==> src/rtl/branch_redirect_ctrl.sv <==
// Redirect/flush sequencer for branches and jumps resolved in EX.
// Issues one PC redirect per taken resolve, then flushes IF/ID and ID/EX, and keeps saturating statistics.
module branch_redirect_ctrl #(
    parameter int XLEN         = 32,
    parameter int FLUSH_CYCLES = 2,
    parameter int COUNT_W      = 16
) (
    input  logic               CLK,
    input  logic               RESET,
    input  logic               ex_valid,
    input  logic [3:0]         branch_sel,
    input  logic               branch_output,
    input  logic [XLEN-1:0]    branch_target,
    input  logic               stall,
    output logic               pc_sel,
    output logic [XLEN-1:0]    pc_target,
    output logic               flush_ifid,
    output logic               flush_idex,
    output logic               redirect_busy,
    output logic [COUNT_W-1:0] branch_count,
    output logic [COUNT_W-1:0] taken_count
);

    typedef enum logic [1:0] {
        S_IDLE,
        S_PENDING,
        S_REDIRECT,
        S_FLUSH
    } state_t;

    localparam logic [3:0] FLUSH_LOAD = 4'(FLUSH_CYCLES - 1);

    state_t             r_state;
    state_t             w_next;
    logic [3:0]         r_flush_cnt;
    logic [3:0]         w_flush_cnt_nxt;
    logic [XLEN-1:0]    r_pc_target;
    logic [XLEN-1:0]    w_pc_target_nxt;
    logic [COUNT_W-1:0] r_branch_cnt;
    logic [COUNT_W-1:0] w_branch_cnt_nxt;
    logic [COUNT_W-1:0] r_taken_cnt;
    logic [COUNT_W-1:0] w_taken_cnt_nxt;
    logic               r_pc_sel;
    logic               r_flush;
    logic               r_busy;
    logic               w_resolve;
    logic               w_taken;
    logic               w_unused_sel;

    function automatic logic [COUNT_W-1:0] sat_inc(input logic [COUNT_W-1:0] v);
        return (&v) ? v : v + 1'b1;
    endfunction

    assign w_resolve    = ex_valid & branch_sel[3];
    assign w_taken      = w_resolve & branch_output;
    assign w_unused_sel = ^branch_sel[2:0];

    // Resolves are only honoured in IDLE; anything seen while busy is wrong-path.
    always_comb begin
        w_next           = r_state;
        w_flush_cnt_nxt  = r_flush_cnt;
        w_pc_target_nxt  = r_pc_target;
        w_branch_cnt_nxt = r_branch_cnt;
        w_taken_cnt_nxt  = r_taken_cnt;
        case (r_state)
            S_IDLE: begin
                if (w_resolve && !stall) begin
                    w_branch_cnt_nxt = sat_inc(r_branch_cnt);
                    if (w_taken) begin
                        w_taken_cnt_nxt = sat_inc(r_taken_cnt);
                        w_pc_target_nxt = branch_target;
                        w_next          = S_REDIRECT;
                    end
                end else if (w_taken && stall) begin
                    w_branch_cnt_nxt = sat_inc(r_branch_cnt);
                    w_taken_cnt_nxt  = sat_inc(r_taken_cnt);
                    w_pc_target_nxt  = branch_target;
                    w_next           = S_PENDING;
                end
            end
            S_PENDING: begin
                if (!stall) w_next = S_REDIRECT;
            end
            S_REDIRECT: begin
                if (!stall) begin
                    w_flush_cnt_nxt = FLUSH_LOAD;
                    w_next          = (FLUSH_CYCLES == 1) ? S_IDLE : S_FLUSH;
                end
            end
            S_FLUSH: begin
                if (!stall) begin
                    w_flush_cnt_nxt = r_flush_cnt - 4'd1;
                    if (r_flush_cnt == 4'd1) w_next = S_IDLE;
                end
            end
            default: w_next = S_IDLE;
        endcase
    end

    // Outputs are registered from the next state so they line up with the state they describe.
    always_ff @(posedge CLK or negedge RESET) begin
        if (!RESET) begin
            r_state      <= S_IDLE;
            r_flush_cnt  <= '0;
            r_pc_target  <= '0;
            r_branch_cnt <= '0;
            r_taken_cnt  <= '0;
            r_pc_sel     <= 1'b0;
            r_flush      <= 1'b0;
            r_busy       <= 1'b0;
        end else begin
            r_state      <= w_next;
            r_flush_cnt  <= w_flush_cnt_nxt;
            r_pc_target  <= w_pc_target_nxt;
            r_branch_cnt <= w_branch_cnt_nxt;
            r_taken_cnt  <= w_taken_cnt_nxt;
            r_pc_sel     <= (w_next == S_REDIRECT);
            r_flush      <= (w_next == S_REDIRECT) || (w_next == S_FLUSH);
            r_busy       <= (w_next != S_IDLE);
        end
    end

    assign pc_sel        = r_pc_sel;
    assign pc_target     = r_pc_target;
    assign flush_ifid    = r_flush;
    assign flush_idex    = r_flush;
    assign redirect_busy = r_busy;
    assign branch_count  = r_branch_cnt;
    assign taken_count   = r_taken_cnt;

endmodule

==> config.mk <==
export PLATFORM = sky130hd
export DESIGN_NAME = branch_redirect_ctrl
export DESIGN_NICKNAME = d
export VERILOG_FILES = /design/src/rtl/branch_redirect_ctrl.sv
export SDC_FILE = /design/constraint.sdc
export NUM_CORES = 1
export LEC_CHECK = 0
export ABC_AREA = 1
export CAP_MARGIN = 20
export CORE_MARGIN = 5
export CORE_UTILIZATION = 51
export DETAILED_ROUTE_END_ITERATION = 8
export HOLD_SLACK_MARGIN = 0.05
export PLACE_DENSITY = 0.86
export SETUP_SLACK_MARGIN = 0.02
export SLEW_MARGIN = 10
export SYNTH_ARGS = -nofsm -noshare
export SYNTH_HDL_FRONTEND = slang
export SYNTH_SLANG_ARGS = --single-unit
==> constraint.sdc <==
create_clock -name CLK -period 2.58 [get_ports CLK]
set_clock_uncertainty 0.2 [all_clocks]
set_input_delay 0.516 -clock CLK [delete_from_list [all_inputs] [get_ports CLK]]
set_output_delay 0.516 -clock CLK [all_outputs]
set_load 0.005 [all_outputs]
==> impl_results.html, run 1 <==
<table>
<tr><th>Metric</th><th>Value</th></tr>
<tr><th colspan="2">Setup path</th></tr>
<tr><td>Family with the most delay on the worst path</td><td>buffers and inverters</td></tr>
<tr><td>Maximum fanout count along the critical path</td><td>7</td></tr>
<tr><td>Critical Path Start</td><td>branch_count[0]</td></tr>
<tr><td>WP buf/inv</td><td>1</td></tr>
<tr><td>Slowest cell on crit path</td><td>sky130_fd_sc_hd__clkdlybuf4s50_1</td></tr>
<tr><td>Kind of end point of the critical path</td><td>output port</td></tr>
<tr><td>Type of element launching the critical path</td><td>register</td></tr>
<tr><td>Cell Chain, Critical Path</td><td>clkdlybuf4s50_1</td></tr>
<tr><td>Delay of the slowest cell on the worst path</td><td>0.56 ns</td></tr>
<tr><td>Worst reg2reg path startpoint</td><td>branch_count[0]</td></tr>
<tr><td>Arrival time at the worst endpoint</td><td>roughly 1.4 ns</td></tr>
<tr><td>Worst Reg2Reg Path Length in Cells</td><td>8</td></tr>
<tr><td>Required time of the critical path</td><td>between 1.5 and 2 ns</td></tr>
<tr><td>Critical path depth in cells</td><td>1</td></tr>
<tr><td>Critical path class</td><td>reg -&gt; out</td></tr>
<tr><th colspan="2">STA</th></tr>
<tr><td>Maximum clock rate</td><td>about 0.47 GHz</td></tr>
<tr><td>Count of pins over their slew limit</td><td>0</td></tr>
<tr><td>Final Setup Violations</td><td>0</td></tr>
<tr><td>Final critical path time including I/O delays and setup</td><td>~2.1 ns</td></tr>
<tr><td>Tightest slew margin relative to the limit</td><td>a little under three quarters</td></tr>
<tr><td>Setup repair after global routing missed its margin</td><td>false</td></tr>
<tr><td>Final Hold Violating Endpoints</td><td>0</td></tr>
<tr><td>Setup TNS</td><td>0 ns</td></tr>
<tr><td>Worst Slack Setup Final</td><td>0.4641 ns</td></tr>
<tr><td>Worst Max-Slew Pin Slew</td><td>roughly 0.42 ns</td></tr>
<tr><td>Crit share post-route</td><td>approximately 82%</td></tr>
<tr><td>Worst hold slack across all endpoints</td><td>0.2794 ns</td></tr>
<tr><th colspan="2">Finish</th></tr>
<tr><td>Antenna cell count</td><td>0</td></tr>
<tr><td>Nets@finish</td><td>622</td></tr>
<tr><td>Fillcell total</td><td>between 500 and 600</td></tr>
<tr><td>Leading cell type in the layout, fill and taps excluded</td><td>sky130_fd_sc_hd__nand2_1</td></tr>
<tr><td>Commonest cells after routing, fill and taps aside</td><td>sky130_fd_sc_hd__nand2_1, sky130_fd_sc_hd__clkdlybuf4s50_1, sky130_fd_sc_hd__dfrtp_1, sky130_fd_sc_hd__nor2_1, sky130_fd_sc_hd__inv_1</td></tr>
<tr><td>Area delta synth-&gt;final</td><td>38.57%</td></tr>
<tr><td>Layout cells sized above 1</td><td>between 6 and 7%</td></tr>
<tr><th colspan="2">Floorplanning</th></tr>
<tr><td>Row Count</td><td>30</td></tr>
<tr><td>Top Ports</td><td>about 110</td></tr>
<tr><td>Core region area</td><td>roughly 0.007 sq mm</td></tr>
<tr><td>Die width</td><td>about 94 microns</td></tr>
<tr><td>Die extent in y</td><td>94.18 microns</td></tr>
<tr><td>Starting utilization of the core area</td><td>~53%</td></tr>
<tr><td>Die area</td><td>between 0.008 and 0.009 sq mm</td></tr>
<tr><th colspan="2">Drt</th></tr>
<tr><td>Via-to-Cell Ratio</td><td>roughly 5.0</td></tr>
<tr><td>Count of antenna-violating nets left after detailed routing</td><td>0</td></tr>
<tr><td>Routed wirelength normalized by instance count</td><td>around 14 microns</td></tr>
<tr><td>Vias after detailed routing</td><td>3400</td></tr>
<tr><td>DRT Pass-1 Iters</td><td>4</td></tr>
<tr><td>DRC Markers</td><td>0</td></tr>
<tr><td>Total wire length after detailed routing</td><td>slightly above 9000 microns</td></tr>
<tr><td>Initial DRC Count</td><td>131</td></tr>
<tr><th colspan="2">Power</th></tr>
<tr><td>Maximum ir drop on the vdd rail</td><td>between 0.5 and 0.6 mV</td></tr>
<tr><td>Power density normalized to cell area</td><td>between 700 and 800 mW/mm^2</td></tr>
<tr><td>Final Power</td><td>3.857 mW</td></tr>
<tr><td>Leak</td><td>about 2.4 nW</td></tr>
<tr><th colspan="2">Placed design</th></tr>
<tr><td>Dpl ws</td><td>0.3233 ns</td></tr>
<tr><td>Routability congestion estimate from global placement</td><td>about 0.91</td></tr>
<tr><td>Detailed Place HPWL</td><td>6672 microns</td></tr>
<tr><td>Port Buffers</td><td>about 110</td></tr>
<tr><th colspan="2">Clock tree</th></tr>
<tr><td>Number of cells upsized or downsized after cts</td><td>0</td></tr>
<tr><td>CTS root buffer</td><td>sky130_fd_sc_hd__clkbuf_8</td></tr>
<tr><td>Insertion delay of the later-clocked pin in the worst-skew pair</td><td>about 0.34 ns</td></tr>
<tr><td>Clock H-tree levels</td><td>3</td></tr>
<tr><td>Number of clock sinks</td><td>slightly above 70</td></tr>
<tr><td>Number of clock buffers inserted by TritonCTS</td><td>9</td></tr>
<tr><td>Clock tree from TritonCTS</td><td>done</td></tr>
<tr><td>Number of buffers on the longest clock path</td><td>2</td></tr>
<tr><td>Post-CTS setup buffer count</td><td>0</td></tr>
<tr><td>Clk pin slew, worst setup/hold paths</td><td>~0.080 ns</td></tr>
<tr><th colspan="2">Global routing</th></tr>
<tr><td>First-pass GRT wire length</td><td>16030 microns</td></tr>
<tr><td>Maximum number of pins on one net before global-route repair</td><td>57</td></tr>
<tr><td>Overall overflow remaining after global route</td><td>0</td></tr>
<tr><td>Initial antenna violation count</td><td>0</td></tr>
<tr><td>Number of global-route vias before repair</td><td>3480</td></tr>
<tr><td>Total routing usage reported by global routing</td><td>a little under a quarter</td></tr>
<tr><th colspan="2">Logic synthesis</th></tr>
<tr><td>Post-synthesis instance area</td><td>about 0.0036 sq mm</td></tr>
<tr><td>Net count after synthesis</td><td>around 500</td></tr>
<tr><td>Post-synth cell types</td><td>30</td></tr>
<tr><td>Mapped Cells</td><td>467</td></tr>
<tr><td>Synthesized flop and latch total</td><td>slightly above 70</td></tr>
<tr><td>Synthesis warning total</td><td>0</td></tr>
<tr><td>Proportion of synthesized chip area in sequential cells</td><td>between 40% and 50%</td></tr>
<tr><td>Synth Area per Inst</td><td>~7.7 sq um</td></tr>
<tr><th colspan="2">Worst hold path</th></tr>
<tr><td>Worst hold path depth</td><td>2</td></tr>
<tr><td>Tightest Hold Check Type</td><td>reg -&gt; reg</td></tr>
<tr><td>Start point of the worst hold path</td><td>pc_target[14]</td></tr>
<tr><th colspan="2">Status</th></tr>
<tr><td>Outcome</td><td>finished clean</td></tr>
<tr><th colspan="2">Flow run</th></tr>
<tr><td>Maximum Capacitance Violations</td><td>0</td></tr>
</table>
==> path summary, 6_finish.rpt <==
kind / to / slack, ns
worst min-delay path: pc_target[14] / 0.28
min in group asynchronous: branch_count[3] / 0.43
worst max-delay path: branch_count[0] / 0.46
worst max register to register: branch_count[12] / 0.56
worst min register to register: pc_target[14] / 0.28
max in group asynchronous: pc_target[6] / 1.11
==> state kept, by name, summed over array words and instances (netlist names) <==
| name | count |
|---|---|
| branch_count | 16 |
| flush_idex | 1 |
| pc_sel | 1 |
| pc_target | 32 |
| r_flush_cnt | 4 |
| r_state | 1 |
| redirect_busy | 1 |
| taken_count | 16 |
==> routing by layer <==
| metal | vias to the layer above | routed length, microns | GRT usage (%) | share of wire, % |
|---|---|---|---|---|
| li1 | 1658 | - | - | - |
| met1 | 1612 | 3888 | 28.26 | 42 |
| met2 | 116 | 4567 | 36.70 | 49 |
| met3 | 14 | 679 | 6.891 | 7.3 |
| met4 | 0 | 180 | 9.507 | 1.9 |
| met5 | - | 0 | 0 | 0 |
==> cells in the mapped netlist, drive strengths merged <==
master,number,area [sq um]
nand2,250,948.4
ha,4,50.05
clkbuf,3,11.26
buf,8,67.56
o22ai,1,6.260
xor2,5,43.79
dfrtp,72,1802
nor2,38,181.4
nand4,13,102.6
nor3,2,10.01
inv,29,108.9
and2,1,6.260
a21oi,2,10.01
o21ai,11,66.31
xnor2,11,96.34
nand3,17,102.6
==> stage by stage <==
| stage | util [%] | instance area (sq um) | std cells |
|---|---|---|---|
| final | 73.30 | 5007 | 678 |
| after global routing | 73.30 | 5007 | 678 |
| after CTS | 73.30 | 5007 | 678 |
| after detailed placement | 69.43 | 4743 | 661 |
| after global placement | 69.43 | 4743 | 661 |
| after floorplan | - | 3613 | 467 |
==> where the power goes <==
group          internal, mW  switching, mW
clock                 0.700          0.430
sequential             1.42          0.207
combinational         0.660          0.441
total                  2.78           1.08
==> logic make-up after synthesis <==
logic type	share of synthesized area (%)
simple gates	37.40
flops	49.86
buf+inv	5.194
xor+xnor	3.878
compound gates	2.285
fa+ha+maj	1.385
==> area by class of cell <==
type / count / area [sq um] / area share (%)
Inverter: 29 / 108.9 / 2.174
Clock buffer: 12 / 155.1 / 3.098
Timing Repair Buffer: 110 / 1099 / 21.94
Tap cell: 96 / 120.1 / 2.399
Clock inverter: 4 / 98.84 / 1.974
Multi-Input combinational cell: 355 / 1624 / 32.43
Sequential cell: 72 / 1802 / 35.98
==> what timing repair did <==
item,in CTS,in global routing
endpoints found under the hold margin,16,0
hold buffers,1,0
endpoints found under the setup margin,0,0
Note: power is estimated with default switching activity, not from simulation.
==> run 2: changes to the inputs <==
- CORE_UTILIZATION: 51 -> 43
- PLACE_DENSITY: 0.86 -> 0.77
- clock period: 2.58 -> 1.7 ns (I/O delays scaled with it)
==> run 2 against run 1 <==
Count of clock-buffer cells in the layout unchanged. Non-clock buffer count is 58 higher. Highest routed layer unchanged. First-iteration DRC count is 40% lower. Via count grew 4.6%. Critical path depth rose by 8. Final cell count increased by 9.7%.
==> impl_results.html, run 2 (synthesis results as in run 1) <==
<table>
<tr><th>Metric</th><th>Value</th></tr>
<tr><th colspan="2">Finish</th></tr>
<tr><td>Fillcell total</td><td>708 (+31%)</td></tr>
<tr><td>Layout Cell Area excl Fill</td><td>0.005529 sq mm (+10%)</td></tr>
<tr><td>Antenna cell count</td><td>0 (unchanged)</td></tr>
<tr><td>Layout cells sized above 1</td><td>20.19% (+14 points)</td></tr>
<tr><td>Number of non-filler instances in the completed layout</td><td>744 (+9.7%)</td></tr>
<tr><td>Leading cell type in the layout, fill and taps excluded</td><td>sky130_fd_sc_hd__nand2_1</td></tr>
<tr><td>Nets@finish</td><td>680 (+9.3%)</td></tr>
<tr><td>Flip-flop count of the largest register, all copies and words added</td><td>32 (unchanged)</td></tr>
<tr><td>Commonest cells after routing, fill and taps aside</td><td>sky130_fd_sc_hd__nand2_1, sky130_fd_sc_hd__dlygate4sd2_1, sky130_fd_sc_hd__dfrtp_1, sky130_fd_sc_hd__buf_4, sky130_fd_sc_hd__clkdlybuf4s50_1</td></tr>
<tr><td>Area delta synth-&gt;final</td><td>53.01%</td></tr>
<tr><th colspan="2">STA</th></tr>
<tr><td>Final Setup Violations</td><td>0 (unchanged)</td></tr>
<tr><td>Worst Max-Slew Pin Slew</td><td>0.3840 ns (-0.03893 ns)</td></tr>
<tr><td>Crit share post-route</td><td>a little over nine tenths</td></tr>
<tr><td>Count of pins over their slew limit</td><td>0 (unchanged)</td></tr>
<tr><td>Tightest slew margin relative to the limit</td><td>74.40% (+2.7 points)</td></tr>
<tr><td>Final critical path time including I/O delays and setup</td><td>~1.7 ns</td></tr>
<tr><td>Setup repair after global routing missed its margin</td><td>true</td></tr>
<tr><td>Final Hold Violating Endpoints</td><td>0 (unchanged)</td></tr>
<tr><td>Maximum clock rate</td><td>0.6046 GHz</td></tr>
<tr><th colspan="2">Clock tree</th></tr>
<tr><td>Clock H-tree levels</td><td>3 (unchanged)</td></tr>
<tr><td>Insertion delay of the later-clocked pin in the worst-skew pair</td><td>0.34 ns (about the same)</td></tr>
<tr><td>Clock tree from TritonCTS</td><td>done</td></tr>
<tr><td>Number of clock buffers inserted by TritonCTS</td><td>9 (unchanged)</td></tr>
<tr><td>Number of clock sinks</td><td>72 (unchanged)</td></tr>
<tr><td>Number of buffers on the longest clock path</td><td>2 (unchanged)</td></tr>
<tr><td>Clk pin slew, worst setup/hold paths</td><td>0.07 ns (about the same)</td></tr>
<tr><td>CTS root buffer</td><td>sky130_fd_sc_hd__clkbuf_8</td></tr>
<tr><th colspan="2">Global routing</th></tr>
<tr><td>Total routing usage reported by global routing</td><td>19.43% (-3.3 points)</td></tr>
<tr><td>Number of global-route vias before repair</td><td>3670 (+5.5%)</td></tr>
<tr><td>Initial antenna violation count</td><td>0 (unchanged)</td></tr>
<tr><td>Maximum number of pins on one net before global-route repair</td><td>73 (+28%)</td></tr>
<tr><td>First-pass GRT wire length</td><td>16130 microns (+0.61%)</td></tr>
<tr><td>Overall overflow remaining after global route</td><td>0 (unchanged)</td></tr>
<tr><th colspan="2">Floorplanning</th></tr>
<tr><td>Row Count</td><td>33 (+10%)</td></tr>
<tr><td>Die extent in y</td><td>101.7 microns (+8.0%)</td></tr>
<tr><td>Top Ports</td><td>109 (unchanged)</td></tr>
<tr><td>Starting utilization of the core area</td><td>43.98% (-8.9 points)</td></tr>
<tr><td>Die area</td><td>0.01034 sq mm (+17%)</td></tr>
<tr><td>Core region area</td><td>0.008217 sq mm (+20%)</td></tr>
<tr><td>Die width</td><td>101.7 microns (+8.0%)</td></tr>
<tr><th colspan="2">Worst hold path</th></tr>
<tr><td>Worst hold path depth</td><td>2 (unchanged)</td></tr>
<tr><td>Tightest Hold Check Type</td><td>reg -&gt; reg</td></tr>
<tr><td>Capture endpoint of the worst hold path</td><td>pc_target[2]</td></tr>
<tr><td>Start point of the worst hold path</td><td>pc_target[2]</td></tr>
<tr><th colspan="2">Setup path</th></tr>
<tr><td>Terminus of the critical flop-to-flop path</td><td>branch_count[11]</td></tr>
<tr><td>Slowest cell on crit path</td><td>sky130_fd_sc_hd__dfrtp_1</td></tr>
<tr><td>Register-to-register path setup slack</td><td>0.05 ns (-0.51 ns)</td></tr>
<tr><td>Worst reg2reg path startpoint</td><td>branch_count[1]</td></tr>
<tr><td>Arrival time at the worst endpoint</td><td>1.72 ns (+0.32 ns)</td></tr>
<tr><td>Crit-path most repeated cell</td><td>sky130_fd_sc_hd__buf_6</td></tr>
<tr><td>Required time of the critical path</td><td>1.77 ns (-0.09 ns)</td></tr>
<tr><td>Type of element launching the critical path</td><td>register</td></tr>
<tr><td>Cell Chain, Critical Path</td><td>buf_6, ha_4, nand3_4, nor2_8, nand4_4, nand2_4, buf_6, nand2_2, nand2_1</td></tr>
<tr><td>Maximum fanout count along the critical path</td><td>6 (-1)</td></tr>
<tr><td>Kind of end point of the critical path</td><td>register</td></tr>
<tr><td>Delay of the slowest cell on the worst path</td><td>0.39 ns (-0.17 ns)</td></tr>
<tr><td>Worst Reg2Reg Path Length in Cells</td><td>9 (+1)</td></tr>
<tr><td>Critical path class</td><td>reg -&gt; reg</td></tr>
<tr><th colspan="2">Drt</th></tr>
<tr><td>Total wire length after detailed routing</td><td>9505 microns (+2.0%)</td></tr>
<tr><td>Count of antenna-violating nets left after detailed routing</td><td>0 (unchanged)</td></tr>
<tr><td>DRT Pass-1 Iters</td><td>4 (unchanged)</td></tr>
<tr><td>Routed wirelength normalized by instance count</td><td>12.78 microns (-7.0%)</td></tr>
<tr><td>DRC Markers</td><td>0 (unchanged)</td></tr>
<tr><td>Initial DRC Count</td><td>78 (-40%)</td></tr>
<tr><td>Via-to-Cell Ratio</td><td>4.782 (-4.6%)</td></tr>
<tr><td>Vias after detailed routing</td><td>3558 (+4.6%)</td></tr>
<tr><th colspan="2">Placed design</th></tr>
<tr><td>Post-DP Area</td><td>0.004930 sq mm (+3.9%)</td></tr>
<tr><td>Placed instance count</td><td>690 (+4.4%)</td></tr>
<tr><td>Detailed Place HPWL</td><td>6565 microns (-1.6%)</td></tr>
<tr><td>Port Buffers</td><td>105 (unchanged)</td></tr>
<tr><td>Routability congestion estimate from global placement</td><td>0.8593 (-5.2%)</td></tr>
<tr><th colspan="2">Power</th></tr>
<tr><td>Power density normalized to cell area</td><td>1007 mW/mm^2 (+31%)</td></tr>
<tr><td>Part of the power in registers</td><td>43.3% (+1.1 points)</td></tr>
<tr><td>Leak</td><td>2.976 nW (+22%)</td></tr>
<tr><td>Comb power frac</td><td>31.5% (+3.0 points)</td></tr>
<tr><td>Power dissipated by switching net loads</td><td>1.669 mW (+55%)</td></tr>
<tr><td>Maximum ir drop on the vdd rail</td><td>0.6928 mV (+38%)</td></tr>
<tr><td>Switching power share of the total</td><td>29.97% (+2.0 points)</td></tr>
<tr><td>Part of the power in the clock network</td><td>25.2% (-4.1 points)</td></tr>
<tr><td>Internal power component</td><td>3.901 mW (+40%)</td></tr>
<tr><th colspan="2">Status</th></tr>
<tr><td>Outcome</td><td>finished clean</td></tr>
<tr><th colspan="2">Flow run</th></tr>
<tr><td>Maximum Capacitance Violations</td><td>0 (unchanged)</td></tr>
</table>
-- run 2: cell types whose count changed in the layout (fill, tap and decap cells not counted), moves of 6 or more --
cell | previous run | this run
sky130_fd_sc_hd__clkdlybuf4s50_1 | 104 | 36
sky130_fd_sc_hd__dlygate4sd2_1 | 0 | 64
sky130_fd_sc_hd__buf_4 | 3 | 52
sky130_fd_sc_hd__dfrtp_1 | 72 | 61
sky130_fd_sc_hd__dfrtp_2 | 0 | 11
sky130_fd_sc_hd__nand2_1 | 248 | 237
sky130_fd_sc_hd__nand2_2 | 1 | 12
sky130_fd_sc_hd__buf_6 | 0 | 9
sky130_fd_sc_hd__nor2_4 | 1 | 9
sky130_fd_sc_hd__nor2_1 | 30 | 24
-- run 2: through the flow --
step	setup TNS (ns)	setup slack [ns]	utilization [%]	power, mW	hold WS [ns]
4_1_cts	0	0.02238	65.60	5.557	0.2805
5_1_grt	-0.2713	-0.03505	67.29	5.987	0.3107
2_1_floorplan	0	0.02963	-	3.067	-0.1556
3_5_place_dp	-8.654	-0.1789	60.00	4.275	0.2089
3_3_place_gp	-8.394	-0.1763	60.00	4.199	0.2003
6_report	0	0.04614	67.29	5.570	0.2720
-- run 2: area by class of cell --
type                    count  area (sq um)  area share [%]
flip-flops and latches     72          1815           32.84
repair buffers            168          1498           27.09
inverters                  29         116.4           2.105
clock inverters             3         40.04          0.7241
multi-input cells         355          1763           31.89
clock buffers              12         165.2           2.987
well taps                 105         131.4           2.376
-- run 2: per-layer routing --
layer  wire [microns]  GRT usage, %  share of wire, %
met2             4565         32.04                48
met5                0             0                 0
met3              804         7.369               8.5
met4              113         5.521               1.2
met1             4022         23.82                42
-- run 2: timing repair --
| action | 4_1_cts | 5_1_grt |
|---|---|---|
| endpoints found under the setup margin | 83 | 65 |
| pin swaps | 1 | 6 |
| resized for setup | 88 | 40 |
| buffers inserted | 37 | 1 |
| hold buffers | 1 | 0 |
| hold endpoints to repair | 72 | 0 |
-- run 2: worst max path at each step --
stage	from	end	depth (start not counted)
after floorplan	branch_count[0]	branch_count[3]	9
after global placement	branch_output	taken_count[6]	7
after detailed placement	ex_valid	taken_count[1]	7
after CTS	flush_idex	pc_target[29]	7
after global routing	branch_count[1]	branch_count[12]	9
final	branch_count[1]	branch_count[11]	9
-- run 2: critical path: cells and delay by family (launching register included) --
family,cells,cell delay (ns)
and+or+nand+nor,6,0.59
DFF,1,0.39
buffers and inverters,2,0.27
adders and majority gates,1,0.15
-- run 2: power by group through the flow --
stage          combinational [mW]  clock [mW]  sequential (mW)
5_1_grt                      1.99        1.52             2.48
3_3_place_gp                 1.76           0             2.44
6_report                     1.75        1.40             2.41
2_1_floorplan               0.568           0             2.50
4_1_cts                      1.71        1.45             2.40
3_5_place_dp                 1.80           0             2.47
==> run 3: changes to the inputs <==
- SKIP_CTS_REPAIR_TIMING: default -> 1
==> run 3 against run 2 <==
The run now ends with negative setup slack left. Combinational power rose by 9%. Routed wire length is 7.6% higher. Via count up 3.1%. Core utilization rose by 4.6 points. First-iteration DRC count increased by 22%. Fmax is 5.0% lower. Sequential power rose by 2%. Count of clock-buffer cells in the layout unchanged. Setup slack worse by 0.087 ns. Sequential share of layout area shrank 1.8 points. Die area stayed put. Cell area grew 6.9%. Highest routed layer unchanged.
==> impl_results.html, run 3 (synthesis results as in run 1) <==
<table>
<tr><th>Metric</th><th>Value</th></tr>
<tr><th colspan="2">Status</th></tr>
<tr><td>Outcome</td><td>finished with violations</td></tr>
<tr><td>Violated checks</td><td>negative setup slack</td></tr>
<tr><th colspan="2">Finish</th></tr>
<tr><td>Fillcell total</td><td>612 (-14%)</td></tr>
<tr><td>Area delta synth-&gt;final</td><td>63.57%</td></tr>
<tr><td>Nets@finish</td><td>688 (+1.2%)</td></tr>
<tr><td>Commonest cells after routing, fill and taps aside</td><td>sky130_fd_sc_hd__nand2_1, sky130_fd_sc_hd__dlymetal6s2s_1, sky130_fd_sc_hd__buf_4, sky130_fd_sc_hd__dfrtp_1, sky130_fd_sc_hd__clkdlybuf4s50_1</td></tr>
<tr><td>Register cell area after layout</td><td>0.001832 sq mm (+0.90%)</td></tr>
<tr><td>Layout cells sized above 1</td><td>23.65% (+3.5 points)</td></tr>
<tr><td>Layout Cell Area excl Fill</td><td>0.005911 sq mm (+6.9%)</td></tr>
<tr><td>Multi-input gate area in the final layout</td><td>0.001784 sq mm (+1.2%)</td></tr>
<tr><td>Leading cell type in the layout, fill and taps excluded</td><td>sky130_fd_sc_hd__nand2_1</td></tr>
<tr><td>Flip-flop count of the largest register, all copies and words added</td><td>32 (unchanged)</td></tr>
<tr><td>Antenna cell count</td><td>0 (unchanged)</td></tr>
<tr><th colspan="2">Power</th></tr>
<tr><td>Maximum ir drop on the vdd rail</td><td>0.7243 mV (+4.6%)</td></tr>
<tr><td>Power density normalized to cell area</td><td>975.1 mW/mm^2 (-3.2%)</td></tr>
<tr><td>Final Power</td><td>5.763 mW (+3.5%)</td></tr>
<tr><td>Leak</td><td>3.858 nW (+30%)</td></tr>
<tr><th colspan="2">Setup path</th></tr>
<tr><td>Worst Reg2Reg Path Length in Cells</td><td>9 (unchanged)</td></tr>
<tr><td>Arrival time at the worst endpoint</td><td>1.81 ns (+0.09 ns)</td></tr>
<tr><td>Type of element launching the critical path</td><td>register</td></tr>
<tr><td>Required time of the critical path</td><td>1.77 ns (about the same)</td></tr>
<tr><td>Critical path class</td><td>reg -&gt; reg</td></tr>
<tr><td>Kind of end point of the critical path</td><td>register</td></tr>
<tr><td>Maximum fanout count along the critical path</td><td>5 (-1)</td></tr>
<tr><th colspan="2">Drt</th></tr>
<tr><td>Count of antenna-violating nets left after detailed routing</td><td>0 (unchanged)</td></tr>
<tr><td>Via-to-Cell Ratio</td><td>4.879 (+2.0%)</td></tr>
<tr><td>Initial DRC Count</td><td>95 (+22%)</td></tr>
<tr><td>DRC Markers</td><td>0 (unchanged)</td></tr>
<tr><td>Vias after detailed routing</td><td>3669 (+3.1%)</td></tr>
<tr><td>Routed wirelength normalized by instance count</td><td>13.60 microns (+6.5%)</td></tr>
<tr><td>Total wire length after detailed routing</td><td>10230 microns (+7.6%)</td></tr>
<tr><td>DRT Pass-1 Iters</td><td>4 (unchanged)</td></tr>
<tr><th colspan="2">STA</th></tr>
<tr><td>Final Setup Violations</td><td>13 (+13)</td></tr>
<tr><td>Maximum clock rate</td><td>0.5744 GHz (-5.0%)</td></tr>
<tr><td>Worst Slack Setup Final</td><td>-0.04094 ns (-0.08708 ns)</td></tr>
<tr><td>Tightest slew margin relative to the limit</td><td>74.43% (about the same)</td></tr>
<tr><td>Worst Max-Slew Pin Slew</td><td>0.3836 ns (-0.0004666 ns)</td></tr>
<tr><td>Count of pins over their slew limit</td><td>0 (unchanged)</td></tr>
<tr><td>Crit share post-route</td><td>102.4% (+5.1 points)</td></tr>
<tr><td>Final critical path time including I/O delays and setup</td><td>1.741 ns (+0.08708 ns)</td></tr>
<tr><td>Setup repair after global routing missed its margin</td><td>true</td></tr>
<tr><td>Final Hold Violating Endpoints</td><td>0 (unchanged)</td></tr>
<tr><td>Setup TNS</td><td>-0.2650 ns (-0.2650 ns)</td></tr>
<tr><th colspan="2">Clock tree</th></tr>
<tr><td>Clock H-tree levels</td><td>3 (unchanged)</td></tr>
<tr><td>Insertion delay of the later-clocked pin in the worst-skew pair</td><td>0.33 ns (about the same)</td></tr>
<tr><td>Number of clock buffers inserted by TritonCTS</td><td>9 (unchanged)</td></tr>
<tr><td>Number of clock sinks</td><td>72 (unchanged)</td></tr>
<tr><td>CTS root buffer</td><td>sky130_fd_sc_hd__clkbuf_8</td></tr>
<tr><td>Clock tree from TritonCTS</td><td>done</td></tr>
<tr><td>Clk pin slew, worst setup/hold paths</td><td>0.08 ns (about the same)</td></tr>
<tr><td>Number of buffers on the longest clock path</td><td>2 (unchanged)</td></tr>
<tr><th colspan="2">Floorplanning</th></tr>
<tr><td>Die extent in y</td><td>101.7 microns (unchanged)</td></tr>
<tr><td>Core region area</td><td>0.008217 sq mm (unchanged)</td></tr>
<tr><td>Die area</td><td>0.01034 sq mm (unchanged)</td></tr>
<tr><td>Top Ports</td><td>109 (unchanged)</td></tr>
<tr><td>Row Count</td><td>33 (unchanged)</td></tr>
<tr><td>Die width</td><td>101.7 microns (unchanged)</td></tr>
<tr><td>Starting utilization of the core area</td><td>43.98% (unchanged)</td></tr>
<tr><th colspan="2">Worst hold path</th></tr>
<tr><td>Worst hold path depth</td><td>2 (unchanged)</td></tr>
<tr><td>Tightest Hold Check Type</td><td>reg -&gt; reg</td></tr>
<tr><th colspan="2">Placed design</th></tr>
<tr><td>Port Buffers</td><td>105 (unchanged)</td></tr>
<tr><td>Routability congestion estimate from global placement</td><td>0.8593 (unchanged)</td></tr>
<tr><td>Post-DP Area</td><td>0.004930 sq mm (unchanged)</td></tr>
<tr><td>Detailed Place HPWL</td><td>6565 microns (unchanged)</td></tr>
<tr><th colspan="2">Global routing</th></tr>
<tr><td>Initial antenna violation count</td><td>0 (unchanged)</td></tr>
<tr><td>Number of global-route vias before repair</td><td>3490 (-4.9%)</td></tr>
<tr><td>First-pass GRT wire length</td><td>15320 microns (-5.0%)</td></tr>
<tr><td>Total routing usage reported by global routing</td><td>18.39% (-1.0 points)</td></tr>
<tr><td>Overall overflow remaining after global route</td><td>0 (unchanged)</td></tr>
<tr><td>Maximum number of pins on one net before global-route repair</td><td>73 (unchanged)</td></tr>
<tr><th colspan="2">Flow run</th></tr>
<tr><td>Maximum Capacitance Violations</td><td>0 (unchanged)</td></tr>
</table>
-- run 3: cell types whose count changed in the layout (fill, tap and decap cells not counted), moves of 3 or more --
| cell | previous run | this run |
|---|---|---|
| sky130_fd_sc_hd__dfrtp_1 | 61 | 48 |
| sky130_fd_sc_hd__buf_4 | 52 | 59 |
| sky130_fd_sc_hd__clkdlybuf4s15_1 | 3 | 0 |
| sky130_fd_sc_hd__dfrtp_2 | 11 | 24 |
| sky130_fd_sc_hd__dlygate4sd2_1 | 64 | 0 |
| sky130_fd_sc_hd__nand2_1 | 237 | 234 |
| sky130_fd_sc_hd__dlymetal6s2s_1 | 0 | 68 |
| sky130_fd_sc_hd__buf_6 | 9 | 6 |
-- run 3: path summary, 6_finish.rpt --
| check | to | slack [ns] | startpoint |
|---|---|---|---|
| max | branch_count[1] | -0.04 | branch_count[0] |
| min | pc_target[2] | 0.28 | pc_target[2] |
| max reg2reg | branch_count[1] | -0.04 | branch_count[0] |
| min reg2reg | pc_target[2] | 0.28 | pc_target[2] |
| max in group asynchronous | taken_count[9] | 0.61 | RESET |
| min in group asynchronous | branch_count[4] | 0.36 | RESET |
-- run 3: layer usage --
metal	global-route usage (%)	vias to the layer above	share of wire, %
met3	7.713	22	9.9
met5	0	-	0
met1	22.64	1699	40
li1	-	1794	-
met4	5.726	0	1.8
met2	29.43	154	48
-- run 3: through the flow --
stage                     setup slack [ns]  util (%)  std cells  hold slack [ns]
after floorplan                    0.02963         -        467          -0.1556
after global placement             -0.1763     60.00        690           0.2003
after detailed placement           -0.1789     60.00        690           0.2089
after CTS                          -0.2236     62.49        705          -0.1548
after global routing               -0.1166     71.94        752           0.3108
final                             -0.04094     71.94        752           0.2770
-- run 3: cell type report --
class,instances,area share [%]
clock buffers,12,2.794
repair buffers,176,31.08
clock inverters,3,0.6774
inverters,29,2.053
well taps,105,2.223
multi-input cells,355,30.19
flip-flops and latches,72,30.99
-- run 3: where the power goes --
group          switching [mW]  internal (mW)
logic                   0.778           1.13
registers               0.289           2.16
clock network           0.619          0.786
total                    1.69           4.08
-- run 3: worst max-delay path, cell delays in order (launching register included) --
cell and delay (ns):
sky130_fd_sc_hd__dfrtp_1 0.40, sky130_fd_sc_hd__buf_6 0.12, sky130_fd_sc_hd__ha_4 0.15, sky130_fd_sc_hd__nand3_4 0.10, sky130_fd_sc_hd__nor2_8 0.15, sky130_fd_sc_hd__nand4_4 0.14
sky130_fd_sc_hd__nand2_8 0.16, sky130_fd_sc_hd__clkbuf_16 0.17, sky130_fd_sc_hd__nand2_2 0.05, sky130_fd_sc_hd__nand2_1 0.05
